$ cat src/rtl/sdatapath_pipe_pkg.sv
// Shared types for the pipelined signed compare/shift datapath.
package sdp_pkg;

    localparam int unsigned MODE_W = 2;
    localparam int unsigned DW_MIN = 4;
    localparam int unsigned DW_MAX = 64;

    // Per-beat operation mode, sampled together with the operands.
    typedef enum logic [MODE_W-1:0] {
        MODE_LEGACY = 2'd0,
        MODE_VSHIFT = 2'd1,
        MODE_MINMAX = 2'd2,
        MODE_PASS   = 2'd3
    } mode_e;

endpackage

$ cat src/rtl/sdatapath_pipe_if.sv
// Operand/result handshake bundle between source, datapath and consumer.
interface sdatapath_pipe_if #(
    parameter int unsigned DATAWIDTH = 32,
    parameter int unsigned CNTWIDTH  = 16
);
    logic                        in_valid;
    logic                        in_ready;
    logic [1:0]                  mode;
    logic signed [DATAWIDTH-1:0] a;
    logic signed [DATAWIDTH-1:0] b;
    logic signed [DATAWIDTH-1:0] c;
    logic                        out_valid;
    logic                        out_ready;
    logic signed [DATAWIDTH-1:0] x;
    logic signed [DATAWIDTH-1:0] z;
    logic                        lt_flag;
    logic                        eq_flag;
    logic [CNTWIDTH-1:0]         done_cnt;

    // Source/consumer side.
    modport master (
        output in_valid, mode, a, b, c, out_ready,
        input  in_ready, out_valid, x, z, lt_flag, eq_flag, done_cnt
    );

    // Datapath side.
    modport slave (
        input  in_valid, mode, a, b, c, out_ready,
        output in_ready, out_valid, x, z, lt_flag, eq_flag, done_cnt
    );
endinterface

$ cat src/rtl/sdatapath_pipe_stage_reg.sv
// Valid+payload pipeline register: holds while disabled, sync clear.
module sdp_stage_reg #(
    parameter int unsigned W = 8
) (
    input  logic         clk,
    input  logic         rst,
    input  logic         en_i,
    input  logic         valid_i,
    input  logic [W-1:0] data_i,
    output logic         valid_o,
    output logic [W-1:0] data_o
);
    logic         valid_q;
    logic [W-1:0] data_q;

    // Advance on enable; payload only captured for real beats so the last result stays visible.
    always_ff @(posedge clk) begin
        if (rst) begin
            valid_q <= 1'b0;
            data_q  <= '0;
        end else if (en_i) begin
            valid_q <= valid_i;
            if (valid_i) begin
                data_q <= data_i;
            end
        end
    end

    assign valid_o = valid_q;
    assign data_o  = data_q;
endmodule

$ cat src/rtl/sdatapath_pipe.sv
// Three-stage signed add/compare/shift datapath with backpressure and a saturating completion counter.
module sdatapath_pipe
    import sdp_pkg::*;
#(
    parameter int unsigned DATAWIDTH = 32,
    parameter int unsigned CNTWIDTH  = 16
) (
    input  logic            clk,
    input  logic            rst,
    sdatapath_pipe_if.slave bus
);
    localparam int unsigned SHW = $clog2(DATAWIDTH);

    typedef logic signed [DATAWIDTH-1:0] word_t;

    // S1 -> S2 beat: sums plus the fields later stages still need.
    typedef struct packed {
        word_t          d;
        word_t          e;
        word_t          f;
        logic [SHW-1:0] camt;
        mode_e          mode;
    } s1_beat_t;

    // S2 -> S3 beat: compare result, selected operands and shift amounts.
    typedef struct packed {
        logic           lt;
        logic           eq;
        word_t          sel_x;
        word_t          sel_z;
        logic [SHW-1:0] shl_amt;
        logic [SHW-1:0] shr_amt;
    } s2_beat_t;

    // S3 beat: presented result.
    typedef struct packed {
        word_t x;
        word_t z;
        logic  lt;
        logic  eq;
    } s3_beat_t;

    if (DATAWIDTH < DW_MIN || DATAWIDTH > DW_MAX) begin : g_bad_width
        $error("sdatapath_pipe: DATAWIDTH out of range");
    end

    s1_beat_t            s1_d, s1_q;
    s2_beat_t            s2_d, s2_q;
    s3_beat_t            s3_d, s3_q;
    logic                s1_valid, s2_valid, s3_valid;
    logic                stall_c;
    logic                advance_c;
    logic                accept_c;
    logic                lt_c, eq_c;
    logic [CNTWIDTH-1:0] cnt_q;

    // Whole pipe freezes while the consumer refuses a presented result.
    assign stall_c   = s3_valid && !bus.out_ready;
    assign advance_c = !stall_c;
    assign accept_c  = bus.in_valid && advance_c;

    // S1: wrap-around sums and difference.
    always_comb begin
        s1_d      = '0;
        s1_d.d    = bus.a + bus.b;
        s1_d.e    = bus.a + bus.c;
        s1_d.f    = bus.a - bus.b;
        s1_d.camt = bus.c[SHW-1:0];
        s1_d.mode = mode_e'(bus.mode);
    end

    // S2: signed compare, operand select and shift amounts per mode.
    always_comb begin
        lt_c = $signed(s1_q.d) < $signed(s1_q.e);
        eq_c = s1_q.d == s1_q.e;
        s2_d    = '0;
        s2_d.lt = lt_c;
        s2_d.eq = eq_c;
        case (s1_q.mode)
            MODE_LEGACY: begin
                s2_d.sel_x   = s1_q.d;
                s2_d.sel_z   = s1_q.d;
                s2_d.shl_amt = SHW'(lt_c);
                s2_d.shr_amt = SHW'(eq_c);
            end
            MODE_VSHIFT: begin
                s2_d.sel_x   = s1_q.d;
                s2_d.sel_z   = s1_q.d;
                s2_d.shl_amt = s1_q.camt;
                s2_d.shr_amt = s1_q.camt;
            end
            MODE_MINMAX: begin
                // Tie falls to the e/d legs, which are equal, so both outputs carry d.
                s2_d.sel_x = lt_c ? s1_q.d : s1_q.e;
                s2_d.sel_z = lt_c ? s1_q.e : s1_q.d;
            end
            MODE_PASS: begin
                s2_d.sel_x = s1_q.f;
                s2_d.sel_z = s1_q.d;
            end
            default: begin
                s2_d.sel_x = s1_q.d;
                s2_d.sel_z = s1_q.d;
            end
        endcase
    end

    // S3: logical left shift for x, arithmetic right shift for z.
    always_comb begin
        s3_d    = '0;
        s3_d.x  = s2_q.sel_x << s2_q.shl_amt;
        s3_d.z  = $signed(s2_q.sel_z) >>> s2_q.shr_amt;
        s3_d.lt = s2_q.lt;
        s3_d.eq = s2_q.eq;
    end

    sdp_stage_reg #(.W($bits(s1_beat_t))) u_s1 (
        .clk     (clk),
        .rst     (rst),
        .en_i    (advance_c),
        .valid_i (accept_c),
        .data_i  (s1_d),
        .valid_o (s1_valid),
        .data_o  (s1_q)
    );

    sdp_stage_reg #(.W($bits(s2_beat_t))) u_s2 (
        .clk     (clk),
        .rst     (rst),
        .en_i    (advance_c),
        .valid_i (s1_valid),
        .data_i  (s2_d),
        .valid_o (s2_valid),
        .data_o  (s2_q)
    );

    sdp_stage_reg #(.W($bits(s3_beat_t))) u_s3 (
        .clk     (clk),
        .rst     (rst),
        .en_i    (advance_c),
        .valid_i (s2_valid),
        .data_i  (s3_d),
        .valid_o (s3_valid),
        .data_o  (s3_q)
    );

    // Completed-transfer counter, sticks at all-ones.
    always_ff @(posedge clk) begin
        if (rst) begin
            cnt_q <= '0;
        end else if (s3_valid && bus.out_ready && (cnt_q != '1)) begin
            cnt_q <= cnt_q + CNTWIDTH'(1);
        end
    end

    assign bus.in_ready  = advance_c;
    assign bus.out_valid = s3_valid;
    assign bus.x         = s3_q.x;
    assign bus.z         = s3_q.z;
    assign bus.lt_flag   = s3_q.lt;
    assign bus.eq_flag   = s3_q.eq;
    assign bus.done_cnt  = cnt_q;
endmodule

$ cat src/flat_wrapper.sv
// flat-port wrapper written by rule: the top's interface ports become plain ports
module sdatapath_pipe_flat import sdp_pkg::*;
#(
    parameter int unsigned DATAWIDTH = 32,
    parameter int unsigned CNTWIDTH  = 16
)
  (clk, rst, bus_in_valid, bus_mode, bus_a, bus_b, bus_c, bus_out_ready, bus_in_ready, bus_out_valid, bus_x, bus_z, bus_lt_flag, bus_eq_flag, bus_done_cnt);
  sdatapath_pipe_if #(.DATAWIDTH(DATAWIDTH), .CNTWIDTH(CNTWIDTH)) bus_i ();
  input  logic clk;
  input  logic rst;
  input wire logic [$bits(bus_i.in_valid)-1:0] bus_in_valid;
  input wire logic [$bits(bus_i.mode)-1:0] bus_mode;
  input wire logic [$bits(bus_i.a)-1:0] bus_a;
  input wire logic [$bits(bus_i.b)-1:0] bus_b;
  input wire logic [$bits(bus_i.c)-1:0] bus_c;
  input wire logic [$bits(bus_i.out_ready)-1:0] bus_out_ready;
  output wire logic [$bits(bus_i.in_ready)-1:0] bus_in_ready;
  output wire logic [$bits(bus_i.out_valid)-1:0] bus_out_valid;
  output wire logic [$bits(bus_i.x)-1:0] bus_x;
  output wire logic [$bits(bus_i.z)-1:0] bus_z;
  output wire logic [$bits(bus_i.lt_flag)-1:0] bus_lt_flag;
  output wire logic [$bits(bus_i.eq_flag)-1:0] bus_eq_flag;
  output wire logic [$bits(bus_i.done_cnt)-1:0] bus_done_cnt;
  assign bus_i.in_valid = bus_in_valid;
  assign bus_i.mode = bus_mode;
  assign bus_i.a = bus_a;
  assign bus_i.b = bus_b;
  assign bus_i.c = bus_c;
  assign bus_i.out_ready = bus_out_ready;
  assign bus_in_ready = bus_i.in_ready;
  assign bus_out_valid = bus_i.out_valid;
  assign bus_x = bus_i.x;
  assign bus_z = bus_i.z;
  assign bus_lt_flag = bus_i.lt_flag;
  assign bus_eq_flag = bus_i.eq_flag;
  assign bus_done_cnt = bus_i.done_cnt;
  sdatapath_pipe #(.DATAWIDTH(DATAWIDTH), .CNTWIDTH(CNTWIDTH)) u_core (.clk(clk), .rst(rst), .bus(bus_i));
endmodule
$ cat config.mk
export PLATFORM = sky130hd
export DESIGN_NAME = sdatapath_pipe_flat
export DESIGN_NICKNAME = d
export VERILOG_FILES = /design/src/rtl/sdatapath_pipe_pkg.sv /design/src/rtl/sdatapath_pipe_if.sv /design/src/rtl/sdatapath_pipe_stage_reg.sv /design/src/rtl/sdatapath_pipe.sv /design/src/flat_wrapper.sv
export SDC_FILE = /design/constraint.sdc
export NUM_CORES = 1
export LEC_CHECK = 0
export CORE_MARGIN = 1.5
export CORE_UTILIZATION = 53
export CTS_CLUSTER_SIZE = 28
export DETAILED_ROUTE_END_ITERATION = 10
export GPL_TIMING_DRIVEN = 0
export PLACE_DENSITY = 0.78
export SYNTH_ARGS = -nofsm -noshare
export SYNTH_HDL_FRONTEND = slang
export SYNTH_SLANG_ARGS = --single-unit
$ cat constraint.sdc
create_clock -name clk -period 3.5 [get_ports clk]
set_clock_uncertainty 0.1 [all_clocks]
set_input_delay 1.05 -clock clk [delete_from_list [all_inputs] [get_ports clk]]
set_output_delay 1.05 -clock clk [all_outputs]
set_load 0.01 [all_outputs]
Word-level counts from Yosys, hierarchy flattened
Cells that the tools add are included.
{ "totals": {"reg_bits": 264, "input_bits": 102, "output_inout_bits": 84, "elab_cells": 35} }
{ "classes": {"addsub": 4, "n_lt_le_gt_ge": 1, "n_eq_ne": 5, "shifts": 2, "n_mux": 4, "bitwise_logic": 1, "n_reduce_logical": 11} }
{ "ops": {"columns": ["op", "n"], "rows": [
  ["64-bit one-hot mux with 3 select lines", 1],
  ["32-bit adder", 2],
  ["32-bit two-way mux", 2],
  ["32-bit equality test", 1],
  ["32-bit less-than comparator", 1],
  ["32-bit by 5-bit << shifter with 32-bit output", 1],
  ["32-bit by 5-bit >>> shifter with 32-bit output", 1],
  ["32-bit subtractor", 1],
  ["10-bit one-hot mux with 2 select lines", 1],
  ["16-bit by 1-bit adder with 16-bit output (second input constant)", 1],
  ["16-bit inequality test (second input constant)", 1],
  ["2-bit AND reduction", 3],
  ["2-bit equality test (second input constant)", 2],
  ["1-bit logical AND", 4],
  ["2-bit by 1-bit equality test with 1-bit output (second input constant)", 1],
  ["1-bit zero test", 2],
  ["2-bit zero test", 1],
  ["2-bit OR reduction", 1],
  ["1-bit inverter", 1]
]} }

Depth between registers and ports, before layout
Gate-level depths: netlist of run 1.
{ "logic_depth": {"depth_word": 5, "depth_mapped": 14, "mapped_depth_nobuf": 13} }

Modules after synthesis
From an unflattened synthesis of run 1, not the netlist that was laid out.
{ "unflattened": {"hier_cells": 2642, "hier_area_um2": 21448.1} }
{ "modules_own_cells": {"columns": ["mod", "instances", "cells_each", "area_per_inst_um2", "seq_area_each_um2"], "rows": [
  ["sdatapath_pipe", 1, 1515, 10578.9, 320.3],
  ["sdp_stage_reg (u_core.u_s1)", 1, 473, 4493.1, 2082.0],
  ["sdp_stage_reg (u_core.u_s2)", 1, 350, 3455.8, 1541.5],
  ["sdp_stage_reg (u_core.u_s3)", 1, 304, 2920.3, 1341.3]
]} }

Worst setup path after synthesis of run 1
No wires, ideal clock.
{ "synth_path": {"kind": "input port to flip-flop", "from": "input bus_c[0]", "to": "register u_core.u_s1.data_q[69], in the netlist u_core.u_s1.data_o[69]", "setup_ns": 0.122, "arrival_time_ns": 3.291, "t_required_ns": 3.278, "setup_slack_ns": -0.013, "stages": 13, "n_path_buf": 0, "cell_sequence": "ha_1 > inv_1 > fa_1 > nand2b_1 > a21oi_1 > a21oi_1 > o31ai_1 > a31oi_1 > o21ai_1 > a31oi_1 > o21ai_0 > xnor2_1 > o21ai_0"} }
{ "synth_between": {"elab_chain_cells": 1} }
{ "synth_lines": {"columns": ["element", "line_no", "source"], "rows": [
  ["start: declaration", "flat_wrapper.sv:15", "input wire logic [$bits(bus_i.c)-1:0] bus_c;"],
  ["32-bit adder", "sdatapath_pipe.sv:66", "s1_d.e = bus.a + bus.c;"],
  ["end signal: assignment", "sdatapath_pipe_stage_reg.sv:24", "data_q <= data_i;"],
  ["end: declaration", "sdatapath_pipe_stage_reg.sv:14", "logic [W-1:0] data_q;"]
]} }
Every way passes these cells.
A chain may end at the register's enable or synchronous reset.

Final worst setup path of run 1
{ "layout_path": {"from": "input rst", "to": "register u_core.u_s2.data_q[0], in the netlist u_core.u_s2.data_o[0]"} }
{ "layout_rtl": {"columns": ["element", "line_no", "source"], "rows": [
  ["start: declaration", "flat_wrapper.sv:10", "input logic rst;"],
  ["end signal: assignment", "sdatapath_pipe_stage_reg.sv:24", null],
  ["end: declaration", "sdatapath_pipe_stage_reg.sv:14", null]
]} }
No word-level cell between the ends.

==> results of run 1 <==
==> through the flow <==
stage                     utilization  instances  power (uW)  TNS, ns
after floorplan                     -       2364        4940        0
after global placement          0.612       2997        5750   -92.83
after detailed placement        0.612       2997        5790   -96.82
after CTS                       0.662       3067        8800  -0.0130
after global routing            0.676       3086        9330   -0.452
final                           0.676       3086        8980  -0.0229
==> critical path, stage by stage <==
cell and delay (ns):
clkdlybuf4s50_1 0.61, clkbuf_1 0.58, clkbuf_2 0.59, clkbuf_1 0.82, nor2_1 0.13
==> layout make-up <==
cell class                 instances  area, um2  share of cell area
clock inverter                    16        174             0.00764
clock buffer                      31        691              0.0303
inverter                         108        415              0.0182
sequential                       259       5180               0.228
tap                              448        561              0.0246
buffer                           162        704              0.0309
multi-input combinational       1829      12800               0.563
timing repair buffer             233       2210              0.0971
==> registers in the layout, indices dropped and copies added (netlist names) <==
register / flops
u_core.u_s2.data_o: 72
u_core.u_s3.data_o: 66
u_core.bus.done_cnt: 16
u_core.u_s1.data_o: 102
u_core.u_s3.valid_o: 1
u_core.u_s2.valid_o: 1
u_core.u_s1.valid_o: 1
==> timing repair <==
item                       CTS  global route
resized for setup          149           101
setup buffers               27            21
pin swaps                   56            50
setup endpoints to repair   77            77
==> layer usage <==
metal	track usage	share of wire	vias to the layer above
met5	0	0	-
li1	-	-	8998
met1	0.457	0.40	9111
met4	0.238	0.070	0
met3	0.0400	0.063	225
met2	0.639	0.47	955
==> worst min path at each step <==
stage,endpoint,cells past startpoint,startpoint
CTS,u_core.u_s3.data_o[5],2,u_core.u_s3.data_o[5]
global placement,u_core.u_s3.data_o[30],2,u_core.u_s3.data_o[30]
global route,u_core.u_s3.data_o[5],2,u_core.u_s3.data_o[5]
finish,u_core.u_s3.data_o[5],2,u_core.u_s3.data_o[5]
floorplan,u_core.u_s1.data_o[10],2,u_core.u_s1.data_o[10]
detailed placement,u_core.u_s3.data_o[5],2,u_core.u_s3.data_o[5]
==> power groups by stage <==
stage	combinational [uW]	sequential [uW]	clock, uW
after detailed placement	2330	3470	0
after global placement	2290	3460	0
after global routing	2900	3430	3000
after floorplan	1570	3360	0
final	2700	3420	2870
after CTS	2520	3400	2870
==> kinds of logic after synthesis <==
logic type / count (synthesis) / share of synthesized area
multiplexers: 98 / 0.0846
AND/OR/NAND/NOR: 768 / 0.182
buffers and inverters: 276 / 0.0591
XOR/XNOR: 86 / 0.0414
AO/OA/AOI/OAI: 748 / 0.259
flip-flops: 259 / 0.285
adder cells (fa/ha/maj): 129 / 0.0899
==> synth_stat cells, types with 4 or more instances <==
| master | number | share of area |
|---|---|---|
| clkbuf_1 | 132 | 0.027 |
| a22oi_1 | 11 | 0.0045 |
| a21oi_1 | 276 | 0.076 |
| o22ai_1 | 11 | 0.0038 |
| nand2b_1 | 14 | 0.0048 |
| a21o_1 | 46 | 0.019 |
| inv_2 | 4 | 0.00082 |
| a221o_1 | 5 | 0.0027 |
| nand3b_1 | 6 | 0.0025 |
| o21ai_0 | 140 | 0.038 |
| nor2b_1 | 13 | 0.0045 |
| and2_1 | 12 | 0.0041 |
| buf_2 | 20 | 0.0055 |
| nor4_1 | 10 | 0.0034 |
| xnor2_1 | 60 | 0.029 |
| inv_1 | 101 | 0.021 |
| dfxtp_1 | 259 | 0.28 |
| nor3b_1 | 4 | 0.0016 |
| o31ai_1 | 10 | 0.0041 |
| mux2i_1 | 47 | 0.026 |
| o21a_1 | 13 | 0.0054 |
| nand2_1 | 348 | 0.072 |
| nand4_1 | 25 | 0.0086 |
| nor2_1 | 230 | 0.047 |
| o221ai_1 | 8 | 0.0038 |
| nor3_1 | 31 | 0.0085 |
| buf_1 | 13 | 0.0027 |
| a211oi_1 | 50 | 0.021 |
| a31oi_1 | 24 | 0.0082 |
| nand3_1 | 39 | 0.011 |
| o21bai_1 | 17 | 0.0070 |
| o21ai_1 | 14 | 0.0038 |
| a311oi_1 | 17 | 0.0082 |
| mux4_2 | 44 | 0.054 |
| mux2_2 | 7 | 0.0043 |
| or3_1 | 9 | 0.0031 |
| xor2_1 | 26 | 0.013 |
| ha_1 | 126 | 0.087 |
| and3_1 | 12 | 0.0041 |
| a221oi_1 | 60 | 0.029 |
| or4_1 | 5 | 0.0021 |
| o211ai_1 | 11 | 0.0045 |
==> results.cfg, run 1 <==
[global_route]
overflow = 0
grt_pass1_vias = 18700
grt_usage = 0.376
grt_max_degree = 20
grt_pass1_wl_um = 105000
antenna_found_initial = 0

[die]
row_count = 67
die_width_um = 188
start_util = 0.540
die_h_um = 188
core_um2 = 33700
design.die.area_um2 = 35500
io_pins = 186

[critical_path]
r2r_start = u_core.u_s1.data_o[64]
crit_end = u_core.u_s2.data_o[0]
required_ns = 3.78
cp-start-kind = primary input
setup.worst_path.class = in -> reg
cp_max_fo = 10
reg2reg_depth = 12
arrival_ns = 3.80
end_kind = register
critical_path.startpoint = rst
r2r-end = u_core.u_s2.data_o[68]
rrSetupSlack_ns = 0.14

[run_status]
status = finished, violations left
violations = setup timing

[layout]
area_delta_synth_final_pct = 25.0
final_common_cell = nand2_1
diodes = 0
nNetsFinal = 2850
stdcell_area_um2 = 22800
fillCellCount = 2909
mostFrequentLayoutCells = nand2_1, dfxtp_1, a21oi_1, nor2_1, clkdlybuf4s50_1
drive_above_1_share = 0.120

[placed_design]
dp_slack_ns = -1.37
gp_congestion = 1.02
place_area_um2 = 20600
dp_hpwl_um = 54600
port_buffers = 185

[power_and_ir_drop]
p_int_uw = 5920
power_density_nw_per_um2 = 395
clock_power_share = 0.319
peakVddDrop_mv = 0.418
switching_power_uw = 3060
switching_share = 0.341
comb_power_share = 0.300
p_leak_uw = 0.00897
power_frac_seq = 0.380

[sta]
rsz0062_at_grt = true
hold_violations = 0
holdWs_ns = 0.354
finalCritPeriodShare = 1.01
slew-limit-headroom = 0.294
fmax_ghz = 0.284
worst_pin_slew_ns = 1.06
period_needed_ns = 3.52
layout_setup_ws_ns = -0.0215
setup_violations = 2
finalMaxSlewViolations = 0

[yosys]
syn_avg_cell_area_um2 = 7.70
ys.flop_type = dfxtp_1
synth_nets = 2595
synth_area_um2 = 18200
postSynthCellCount = 2364
ys_seq_elements = 259
synth_edf_count = 0
synthArstFlopShare = 0
ys_seq_area_frac = 0.285
synthDistinctLibCells = 80
synth_warnings = 0

[detailed_routing]
first_pass_iters = 6
drc = 0
final_antenna_net_count = 0
wl_per_cell_um = 22.5
initialDrtViolationCount = 1586
vias_per_cell = 6.25
routed_wl_um = 69300
num_vias = 19300

[clock_tree]
cts_hold_buf = 0
cts_made_buffers = 26
clockBufferDepth = 3
tritoncts = done
cts_root_buffer = clkbuf_16
h-tree-depth = 1
clock_latency_ns = 0.54
clock-sinks = 259
cts.clk_slew.worst_paths_ns = 0.06

[job]
drv_cap = 0

[hold_path]
hold_class = reg -> reg
Note: power is estimated with default switching activity, not from simulation.
==> run 2: changes to the inputs <==
SKIP_LAST_GASP = 1   (was not set)
==> results.cfg, run 2 (synthesis gave the netlist of run 1 again) <==
[critical_path]
required_ns = 3.78
cp-start-kind = primary input
crit_end = u_core.u_s2.data_o[0]
cp_max_fo = 10
setup.worst_path.class = in -> reg
arrival_ns = 3.79
r2r-end = u_core.u_s2.data_o[70]
end_kind = register
r2r_start = u_core.u_s1.data_o[64]
rrSetupSlack_ns = 0.12
reg2reg_depth = 12
critical_path.startpoint = rst

[power_and_ir_drop]
peakVddDrop_mv = 0.419
power_density_nw_per_um2 = 395
p_leak_uw = 0.00898

[sta]
rsz0062_at_grt = true
slew-limit-headroom = 0.284
layout_setup_ws_ns = -0.00934
period_needed_ns = 3.51
holdWs_ns = 0.354
finalMaxSlewViolations = 0
hold_violations = 0
fmax_ghz = 0.285
finalCritPeriodShare = 1.00
worst_pin_slew_ns = 1.07
setup_violations = 1

[global_route]
grt_pass1_wl_um = 105000
grt_usage = 0.376
antenna_found_initial = 0
overflow = 0
grt_pass1_vias = 18700
grt_max_degree = 20

[clock_tree]
tritoncts = done
clock-sinks = 259
cts_root_buffer = clkbuf_16
clockBufferDepth = 3
clock_latency_ns = 0.54
cts_hold_buf = 0
cts.clk_slew.worst_paths_ns = 0.06
h-tree-depth = 1
cts_made_buffers = 26

[detailed_routing]
num_vias = 19300
first_pass_iters = 8
drc = 0
final_antenna_net_count = 0
initialDrtViolationCount = 1519
wl_per_cell_um = 22.5
routed_wl_um = 69300
vias_per_cell = 6.27

[layout]
largest_reg_flops = 102
diodes = 0
drive_above_1_share = 0.121
final_common_cell = nand2_1
stdcell_count = 3086
nNetsFinal = 2850
mostFrequentLayoutCells = nand2_1, dfxtp_1, a21oi_1, nor2_1, clkdlybuf4s50_1
area_delta_synth_final_pct = 25.1

[die]
die_h_um = 188
io_pins = 186
core_um2 = 33700
start_util = 0.540
row_count = 67
design.die.area_um2 = 35500
die_width_um = 188

[run_status]
status = finished, violations left
violations = setup timing

[placed_design]
place_inst = 2997
port_buffers = 185
gp_congestion = 1.02
dp_hpwl_um = 54600

[job]
drv_cap = 0

[hold_path]
hold_class = reg -> reg
[run 2: cell types whose count changed in the layout (fill, tap and decap cells not counted), sizes merged]
| cell | delta |
|---|---|
| dlymetal6s2s | +1 |
| clkbuf | -1 |
[run 2: routing by layer]
metal / track usage / wire length [um] / up-vias
met4: 0.237 / 4920 / 0
met2: 0.639 / 32500 / 1010
met1: 0.457 / 27200 / 9095
li1: - / - / 9008
met3: 0.0400 / 4720 / 227
met5: 0 / 0 / -
[run 2: repair_timing]
item	4_1_cts	5_1_grt
pin swaps	56	51
buffers inserted	27	21
resized for setup	146	108
endpoints found under the setup margin	77	77
[run 2: worst min path at each step]
stage	cells past startpoint	to	from
finish	2	u_core.u_s3.data_o[1]	u_core.u_s3.data_o[1]
global route	2	u_core.u_s3.data_o[5]	u_core.u_s3.data_o[5]
CTS	2	u_core.u_s3.data_o[5]	u_core.u_s3.data_o[5]
detailed placement	2	u_core.u_s3.data_o[5]	u_core.u_s3.data_o[5]
global placement	2	u_core.u_s3.data_o[30]	u_core.u_s3.data_o[30]
floorplan	2	u_core.u_s1.data_o[10]	u_core.u_s1.data_o[10]
[run 2: cell type report]
cell class	count	area (um2)
multi-input combinational	1829	12800
inverter	108	420
timing repair buffer	233	2220
sequential	259	5180
fill	2902	10900
buffer	162	704
clock buffer	31	691
clock inverter	16	174
tap	448	561
[run 2: power by group]
part	internal, uW	switching, uW
clock	1640	1230
sequential	3160	261
combinational	1130	1570
total	5930	3070
[run 2: metrics by stage]
| step | worst slack [ns] | power, uW | utilization | instance area [um2] | setup TNS (ns) |
|---|---|---|---|---|---|
| 5_1_grt | -0.0823 | 9340 | 0.676 | 22800 | -0.382 |
| 3_5_place_dp | -1.37 | 5790 | 0.612 | 20600 | -96.82 |
| 2_1_floorplan | 0.00579 | 4940 | - | 18200 | 0 |
| 3_3_place_gp | -1.39 | 5750 | 0.612 | 20600 | -92.83 |
| 6_report | -0.00934 | 8990 | 0.676 | 22800 | -0.00934 |
| 4_1_cts | -0.0359 | 8800 | 0.661 | 22300 | -0.0685 |
[run 2: critical path, cell delays in order]
cell and delay (ns):
clkdlybuf4s50_1 0.61, clkbuf_1 0.58, clkbuf_2 0.58, clkbuf_1 0.81, nor2_1 0.13
